**src/rtl/wfifo_width_conv_pkg.sv**
```systemverilog
// Shared helpers for the width-converting FIFO: log2 sizing, pointer widths
// and the parameter-legality predicate checked at elaboration by the top.
package wfifo_width_conv_pkg;

  localparam int MIN_RATIO = 2;
  localparam int MIN_DEPTH = 4;

  function automatic int clog2(input int v);
    for (int r = 0; r < 31; r++) begin
      if ((1 << r) >= v) return r;
    end
    return 31;
  endfunction

  function automatic bit is_pow2(input int v);
    return (v > 0) && ((v & (v - 1)) == 0);
  endfunction

  // Word pointer plus wrap bit.
  function automatic int wr_ptr_w(input int depth);
    return clog2(depth) + 1;
  endfunction

  // Slice pointer plus wrap bit.
  function automatic int rd_ptr_w(input int depth, input int ratio);
    return clog2(depth) + clog2(ratio) + 1;
  endfunction

  function automatic bit params_legal(input int wr_width, input int ratio, input int depth);
    return is_pow2(ratio) && (ratio >= MIN_RATIO) &&
           is_pow2(depth) && (depth >= MIN_DEPTH) &&
           ((wr_width % ratio) == 0);
  endfunction

endpackage

```
**src/rtl/wfifo_width_conv_ram.sv**
```systemverilog
// Simple dual-port RAM: one write port, one registered read port whose
// output register holds its value until the next read enable.
module wfifo_ram #(
  parameter int DW = 16,
  parameter int AW = 8
) (
  input  logic          clk,
  input  logic          rst,
  input  logic          we,
  input  logic [AW-1:0] waddr,
  input  logic [DW-1:0] wdata,
  input  logic          re,
  input  logic [AW-1:0] raddr,
  output logic [DW-1:0] rdata
);

  logic [DW-1:0] mem [0:(1<<AW)-1];
  logic [DW-1:0] rdata_q, rdata_d;

  always_ff @(posedge clk) begin
    if (we) mem[waddr] <= wdata;
  end

  always_comb begin
    rdata_d = rdata_q;
    if (re) rdata_d = mem[raddr];
  end

  always_ff @(posedge clk or posedge rst) begin
    if (rst) rdata_q <= '0;
    else     rdata_q <= rdata_d;
  end

  assign rdata = rdata_q;

endmodule

```
**src/rtl/wfifo_width_conv.sv**
```systemverilog
// Width-converting FIFO: wide words in, RATIO narrower slices out, one clock.
// Define WFIFO_SHOWAHEAD_EN for first-word-fall-through reads.
module wfifo_width_conv
  import wfifo_width_conv_pkg::*;
#(
  parameter int WR_WIDTH  = 16,
  parameter int RATIO     = 2,
  parameter int WR_DEPTH  = 256,
  parameter int AFULL_TH  = 240,
  parameter int AEMPTY_TH = 4,
  parameter int MSB_FIRST = 0
) (
  input  logic                                  clk,
  input  logic                                  rst,
  input  logic                                  wrreq,
  input  logic [WR_WIDTH-1:0]                   data,
  output logic                                  wrfull,
  output logic [wr_ptr_w(WR_DEPTH)-1:0]         wrusedw,
  output logic                                  almost_full,
  input  logic                                  rdreq,
  output logic [WR_WIDTH/RATIO-1:0]             q,
  output logic                                  rdempty,
  output logic [rd_ptr_w(WR_DEPTH, RATIO)-1:0]  rdusedw,
  output logic                                  almost_empty,
  output logic                                  overflow,
  output logic                                  underflow
);

  localparam int RD_WIDTH = WR_WIDTH / RATIO;
  localparam int AW       = clog2(WR_DEPTH);
  localparam int SW       = clog2(RATIO);
  localparam int WPW      = AW + 1;
  localparam int RPW      = AW + SW + 1;

  localparam logic [WPW-1:0] FULL_CNT   = WPW'(WR_DEPTH);
  localparam logic [WPW-1:0] AFULL_CNT  = WPW'(AFULL_TH);
  localparam logic [RPW-1:0] AEMPTY_CNT = RPW'(AEMPTY_TH);

  if (!params_legal(WR_WIDTH, RATIO, WR_DEPTH)) begin : g_param_check
    $error("wfifo_width_conv: RATIO and WR_DEPTH must be powers of two and RATIO must divide WR_WIDTH");
  end

  function automatic logic [RD_WIDTH-1:0] pick_slice(input logic [WR_WIDTH-1:0] word,
                                                     input logic [SW-1:0]       idx);
    logic [SW-1:0] pos;
    pos = (MSB_FIRST != 0) ? ~idx : idx;
    return word[int'(pos)*RD_WIDTH +: RD_WIDTH];
  endfunction

  logic [WPW-1:0]      wp_q, wp_d;
  logic [RPW-1:0]      rp_q, rp_d;
  logic                overflow_q, overflow_d;
  logic                underflow_q, underflow_d;
  logic                wr_acc, rd_acc;
  logic                ram_re;
  logic [AW-1:0]       ram_raddr;
  logic [WR_WIDTH-1:0] ram_rdata;
  logic [SW-1:0]       slice_idx;
  logic [AW-1:0]       rd_word;

  assign rd_word      = rp_q[RPW-2:SW];
  assign rdusedw      = {wp_q, {SW{1'b0}}} - rp_q;
  // A word stays occupied until its last slice has been read.
  assign wrusedw      = wp_q - rp_q[RPW-1:SW];
  assign wrfull       = (wrusedw == FULL_CNT);
  assign almost_full  = (wrusedw >= AFULL_CNT);
  assign almost_empty = (rdusedw <= AEMPTY_CNT);
  assign overflow     = overflow_q;
  assign underflow    = underflow_q;
  assign wr_acc       = wrreq && !wrfull;
  assign q            = pick_slice(ram_rdata, slice_idx);

`ifdef WFIFO_SHOWAHEAD_EN
  // RAM output register is the head word; it is refilled when the head's
  // last slice is taken and another complete word is already stored.
  logic head_vld_q, head_vld_d;

  assign rdempty   = !head_vld_q;
  assign slice_idx = rp_q[SW-1:0];

  always_comb begin
    rd_acc     = rdreq && head_vld_q;
    head_vld_d = head_vld_q;
    ram_re     = 1'b0;
    ram_raddr  = rd_word;
    if (!head_vld_q) begin
      if (wrusedw != '0) begin
        ram_re     = 1'b1;
        head_vld_d = 1'b1;
      end
    end else if (rd_acc && (&rp_q[SW-1:0])) begin
      if (wrusedw > WPW'(1)) begin
        ram_re     = 1'b1;
        ram_raddr  = rd_word + AW'(1);
        head_vld_d = 1'b1;
      end else begin
        head_vld_d = 1'b0;
      end
    end
  end

  always_ff @(posedge clk or posedge rst) begin
    if (rst) head_vld_q <= 1'b0;
    else     head_vld_q <= head_vld_d;
  end
`else
  // The slice index is captured with the read so q holds between reads.
  logic [SW-1:0] sel_q, sel_d;

  assign rdempty   = (rdusedw == '0);
  assign slice_idx = sel_q;

  always_comb begin
    rd_acc    = rdreq && !rdempty;
    ram_re    = rd_acc;
    ram_raddr = rd_word;
    sel_d     = rd_acc ? rp_q[SW-1:0] : sel_q;
  end

  always_ff @(posedge clk or posedge rst) begin
    if (rst) sel_q <= '0;
    else     sel_q <= sel_d;
  end
`endif

  always_comb begin
    wp_d        = wp_q + WPW'(wr_acc);
    rp_d        = rp_q + RPW'(rd_acc);
    overflow_d  = wrreq && wrfull;
    underflow_d = rdreq && rdempty;
  end

  always_ff @(posedge clk or posedge rst) begin
    if (rst) begin
      wp_q        <= '0;
      rp_q        <= '0;
      overflow_q  <= 1'b0;
      underflow_q <= 1'b0;
    end else begin
      wp_q        <= wp_d;
      rp_q        <= rp_d;
      overflow_q  <= overflow_d;
      underflow_q <= underflow_d;
    end
  end

  wfifo_ram #(
    .DW (WR_WIDTH),
    .AW (AW)
  ) u_ram (
    .clk   (clk),
    .rst   (rst),
    .we    (wr_acc),
    .waddr (wp_q[AW-1:0]),
    .wdata (data),
    .re    (ram_re),
    .raddr (ram_raddr),
    .rdata (ram_rdata)
  );

endmodule

```
**config.mk**
```make
export PLATFORM = sky130hd
export DESIGN_NAME = wfifo_width_conv
export DESIGN_NICKNAME = d
export VERILOG_FILES = /design/src/rtl/wfifo_width_conv_pkg.sv /design/src/rtl/wfifo_width_conv_ram.sv /design/src/rtl/wfifo_width_conv.sv
export SDC_FILE = /design/constraint.sdc
export NUM_CORES = 2
export LEC_CHECK = 0
export CAP_MARGIN = 25
export CORE_UTILIZATION = 65
export DETAILED_ROUTE_END_ITERATION = 7
export GPL_TIMING_DRIVEN = 1
export PLACE_DENSITY = 0.81
export RECOVER_POWER = 50
export REMOVE_ABC_BUFFERS = 1
export SLEW_MARGIN = 30
export SYNTH_ARGS = -nofsm -noshare
export SYNTH_HDL_FRONTEND = slang
export SYNTH_SLANG_ARGS = --single-unit
```
**constraint.sdc**
```tcl
create_clock -name clk -period 8.7 [get_ports clk]
set_input_delay 1.305 -clock clk [delete_from_list [all_inputs] [get_ports clk]]
set_output_delay 1.305 -clock clk [all_outputs]
set_load 0.01 [all_outputs]
```
==> out/summary.md <==
The flow ran to the end, but the final reports show violations. The final reports fail on capacitance limit, slew limit. The smallest clock period supported by the final layout is computed as 7.857 ns. The global-route wire length before repair was 631500 um. The remaining global-route overflow is 0. The post-synthesis cell type count is 63, and the CTS H-tree depth is 5. The tools report the clock tree buffer depth as 4.

The average detailed-routed wire length per instance was 41.33 um. The post-synthesis average cell area was 22.49 um^2; the area growth from synthesis to final layout was 11.37%. The floorplan step set the die height to 496.6 um. Pin placement for this block handled 53 I/O pins. The clock arrives with 0.1085 ns of skew. The cell count after synthesis came out at 7071. The fraction of registers with async set or reset after synthesis is 0.009192. The area of the core is 0.2432 mm^2, and the warning count from the yosys run is 0. The total CTS buffers came out at 400. The logs give 8 for the detailed-routing iteration count for the pre-antenna-repair pass and 0.5741 for the met2 capacity usage during global routing. Combined buffer and inverter count along the critical path: 2.

The part of the Yosys area used for sequential elements was 0.7795. The xor/xnor cell area share of the yosys netlist is 0.001377, and the count of buffers from port buffering is 52. Prior to clock tree synthesis, the placed netlist has a worst setup slack of 2.698 ns. The class of the most critical setup path is in -> reg. The classification of the worst-slack hold path is reg -> reg. The worst setup path is launched from a primary input.

The run gives 0.1771 mm^2 as the area of all placed cells without fillers. The run gives 84420 as the total via count in the routed design. The tools report the total wirelength of the detailed-routed design as 456400 um. Gates resized during post-CTS repair numbered 0. In the post-route analysis, the smallest setup slack over all paths is 0.8426 ns. The most used flip-flop cell after synthesis is edfxtp_1.

After clock tree synthesis, the clock-pin slew on the worst setup and hold paths is 0.06 ns. Global routing usage on met3: 0.1068. Data on the critical path arrives at its endpoint at 7.90 ns. In this run the remaining antenna-violating nets after routing total 0. IR analysis of the VDD net gives a maximum drop of 423.6 uV. After floorplanning, the core was divided into 181 placement rows.

Measured along the x axis, the die boundary spans 496.6 um. The ratio of routed vias to standard cells was 7.644. Setup repair after global routing left no endpoint under its margin. The final worst-path cycle share is 0.9031. TritonCTS built the clock tree. The tools report the max-slew violation count as 3846.

The share of cells above drive strength 1 works out to 0.2577. Yosys mapped a number of flops with a built-in enable equal to 4096. The count of final setup violators was 0. In this run the static leakage power is 55.55 nW. The DRC violation count after routing was 0. The run gives 0.9229 as the routability congestion estimate from global placement. The compound-cell area share of the yosys netlist works out to 0.02881. The tools report the core occupancy in the finished layout as 0.7280. The logs give 0 for the hold violation count in the final report and 32 for the number of antenna violations at the first check in global routing. The run gives 12460 as the fill cell instance count of the final layout.

For the cell area after placement, the log shows 0.1646 mm^2. The adder and majority gate portion of the synthesized area works out to 0.001353. Number of max-cap violations: 50.

The cell sitting at the root of the clock tree is a clkbuf_16. The number of buffers added to fix hold violations after cts is 0. For the number of sinks handled by clock tree synthesis, the log shows 4134. Among the stages of the critical path, the cell type that occurs most often is clkbuf_1.

On the critical path the largest part of the delay comes from buffers and inverters. For the final routed database, the setup TNS stands at 0 ns. STA classifies the critical path endpoint as a flip-flop. The global-route total usage across every layer came out at 0.3744. The tools report the met1 track demand over resource as 0.4738. After synthesis the netlist holds a flip-flop and latch count of 4134. The later pin in the worst-skew pair is clocked with a latency of 1.02 ns. Via count of the first global-routing pass: 83310. The signal on the critical path passes through clkbuf_1 > clkbuf_1. The largest individual stage delay along the critical path comes from the cell clkbuf_1. Detailed placement ended at an HPWL of 238300 um. The run gives -3.217 as the worst max-slew margin expressed relative to the limit.

After the last flow step, the layout net total stands at 7550. The required arrival time at the worst endpoint is 8.74 ns. The die area is 0.2466 mm^2, and the power density relative to cell area is 317.0 mW/mm^2. The combined area of all synthesized cells is 0.1590 mm^2, and the pin slew with the least headroom to its limit is 6.326 ns.

The tools report the largest net degree at the start of global routing as 169. The tools report the DRC violation total after the first TritonRoute iteration as 14940. By area, the combinational part of the netlist is dominated by multiplexers. The post-synthesis share of cell area spent on and, or, nand and nor gates came out at 0.01601. The largest fanout on the critical path was 105. In this run the most used layer during global routing was met2.

The multiplexer fraction of the synthesized cell area is 0.1576. The logs give 0.6537 for the effective utilization at floorplan and 127.3 MHz for the top achievable clock speed. The number of buffers inserted to repair setup after CTS was 0; the delay contributed by the slowest stage of the critical path was 3.66 ns.
[where the power goes]
part | leakage [nW] | switching, mW | internal [mW] | total [mW]
registers | 37.3 | 0.345 | 22.2 | 22.6
logic | 12.1 | 10.2 | 6.23 | 16.5
clock network | 6.14 | 7.43 | 9.66 | 17.1
total | 55.6 | 18.0 | 38.1 | 56.1
[metrics by stage]
stage,std cells,power [mW],hold slack (ns)
finish,11040,56.13,0.4829
global placement,10300,38.14,0.4557
detailed placement,10310,38.46,0.4648
global route,11020,56.98,0.5230
CTS,11010,55.61,0.4804
floorplan,6668,32.46,0.4444
[cell usage in the layout, fill, tap and decap left out, drive strengths merged, types with 12 or more instances in the layout]
master	synthesis	layout
a22oi	195	195
mux4	1013	1013
a31oi	12	12
mux2	17	17
clkinv	0	176
diode	0	22
clkbuf	142	508
nand2	109	109
inv	25	34
dfrtp	38	38
clkinvlp	0	21
edfxtp	4096	4096
a221oi	67	67
o21ai	107	107
o22ai	66	66
a21oi	105	105
nor3	24	24
mux2i	205	205
buf	261	359
nand4	23	23
clkdlybuf4s50	0	32
nor2	307	307
a211oi	30	30
bufinv	0	40
nor2b	18	18
a22o	18	18
xnor2	14	14
nand3	46	46
ha	14	14
[synthesized netlist by cell type, types with 30 or more instances]
| master | number | share of area |
|---|---|---|
| a211oi_1 | 30 | 0.0014 |
| a21oi_1 | 105 | 0.0033 |
| a221oi_1 | 66 | 0.0036 |
| a22oi_1 | 195 | 0.0092 |
| buf_1 | 31 | 0.00073 |
| buf_2 | 101 | 0.0032 |
| buf_4 | 75 | 0.0035 |
| buf_6 | 49 | 0.0035 |
| clkbuf_1 | 142 | 0.0034 |
| dfrtp_1 | 38 | 0.0060 |
| edfxtp_1 | 4096 | 0.77 |
| mux2i_1 | 205 | 0.013 |
| mux4_2 | 1013 | 0.14 |
| nand2_1 | 109 | 0.0026 |
| nand3_1 | 46 | 0.0014 |
| nor2_1 | 307 | 0.0072 |
| o21ai_0 | 92 | 0.0029 |
| o22ai_1 | 66 | 0.0026 |
[final timing paths]
path / endpoint / cells past startpoint / slack, ns / start
max: u_ram.mem[215][1]$_DFFE_PP_ / 2 / 0.84 / data[1]
min: u_ram.rdata[9]$_DFFE_PP0N_ / 2 / 0.48 / u_ram.rdata[9]$_DFFE_PP0N_
max reg2reg: u_ram.mem[8][6]$_DFFE_PP_ / 11 / 1.62 / rp_q[2]$_DFF_PP0_
min reg2reg: u_ram.rdata[9]$_DFFE_PP0N_ / 2 / 0.48 / u_ram.rdata[9]$_DFFE_PP0N_
max in group asynchronous: rp_q[3]$_DFF_PP0_ / 2 / 6.10 / rst
min in group asynchronous: underflow$_DFF_PP0_ / 2 / 1.33 / rst
[per-layer routing]
| metal | share of wire | wire length (um) |
|---|---|---|
| met3 | 0.14 | 64800 |
| met5 | 0.00046 | 209 |
| met2 | 0.47 | 212800 |
| met1 | 0.31 | 140500 |
| met4 | 0.083 | 38050 |
[area by class of cell]
| class | count | area [um^2] | area share |
|---|---|---|---|
| Sequential cell | 4134 | 124000 | 0.7001 |
| Multi-Input combinational cell | 2509 | 32850 | 0.1855 |
| Clock buffer | 461 | 10320 | 0.05830 |
| Tap cell | 3202 | 4006 | 0.02262 |
| Timing Repair Buffer | 444 | 3511 | 0.01983 |
| Clock inverter | 246 | 2266 | 0.01280 |
| Inverter | 25 | 102.6 | 0.0005794 |
| Antenna cell | 22 | 55.05 | 0.0003109 |
[flip-flops by register name, summed over array words and instances (netlist names)]
| name | flops |
|---|---|
| overflow | 1 |
| rp_q | 10 |
| sel_q | 1 |
| wp_q | 9 |
| u_ram.mem | 4096 |
| underflow | 1 |
| u_ram.rdata | 16 |
[kinds of logic after synthesis]
logic type      Yosys count
mux                    1235
fa+ha+maj                16
buf+inv                 428
xor+xnor                 25
compound gates          666
simple gates            567
flops                  4134
(Power assumes the default switching activity.)
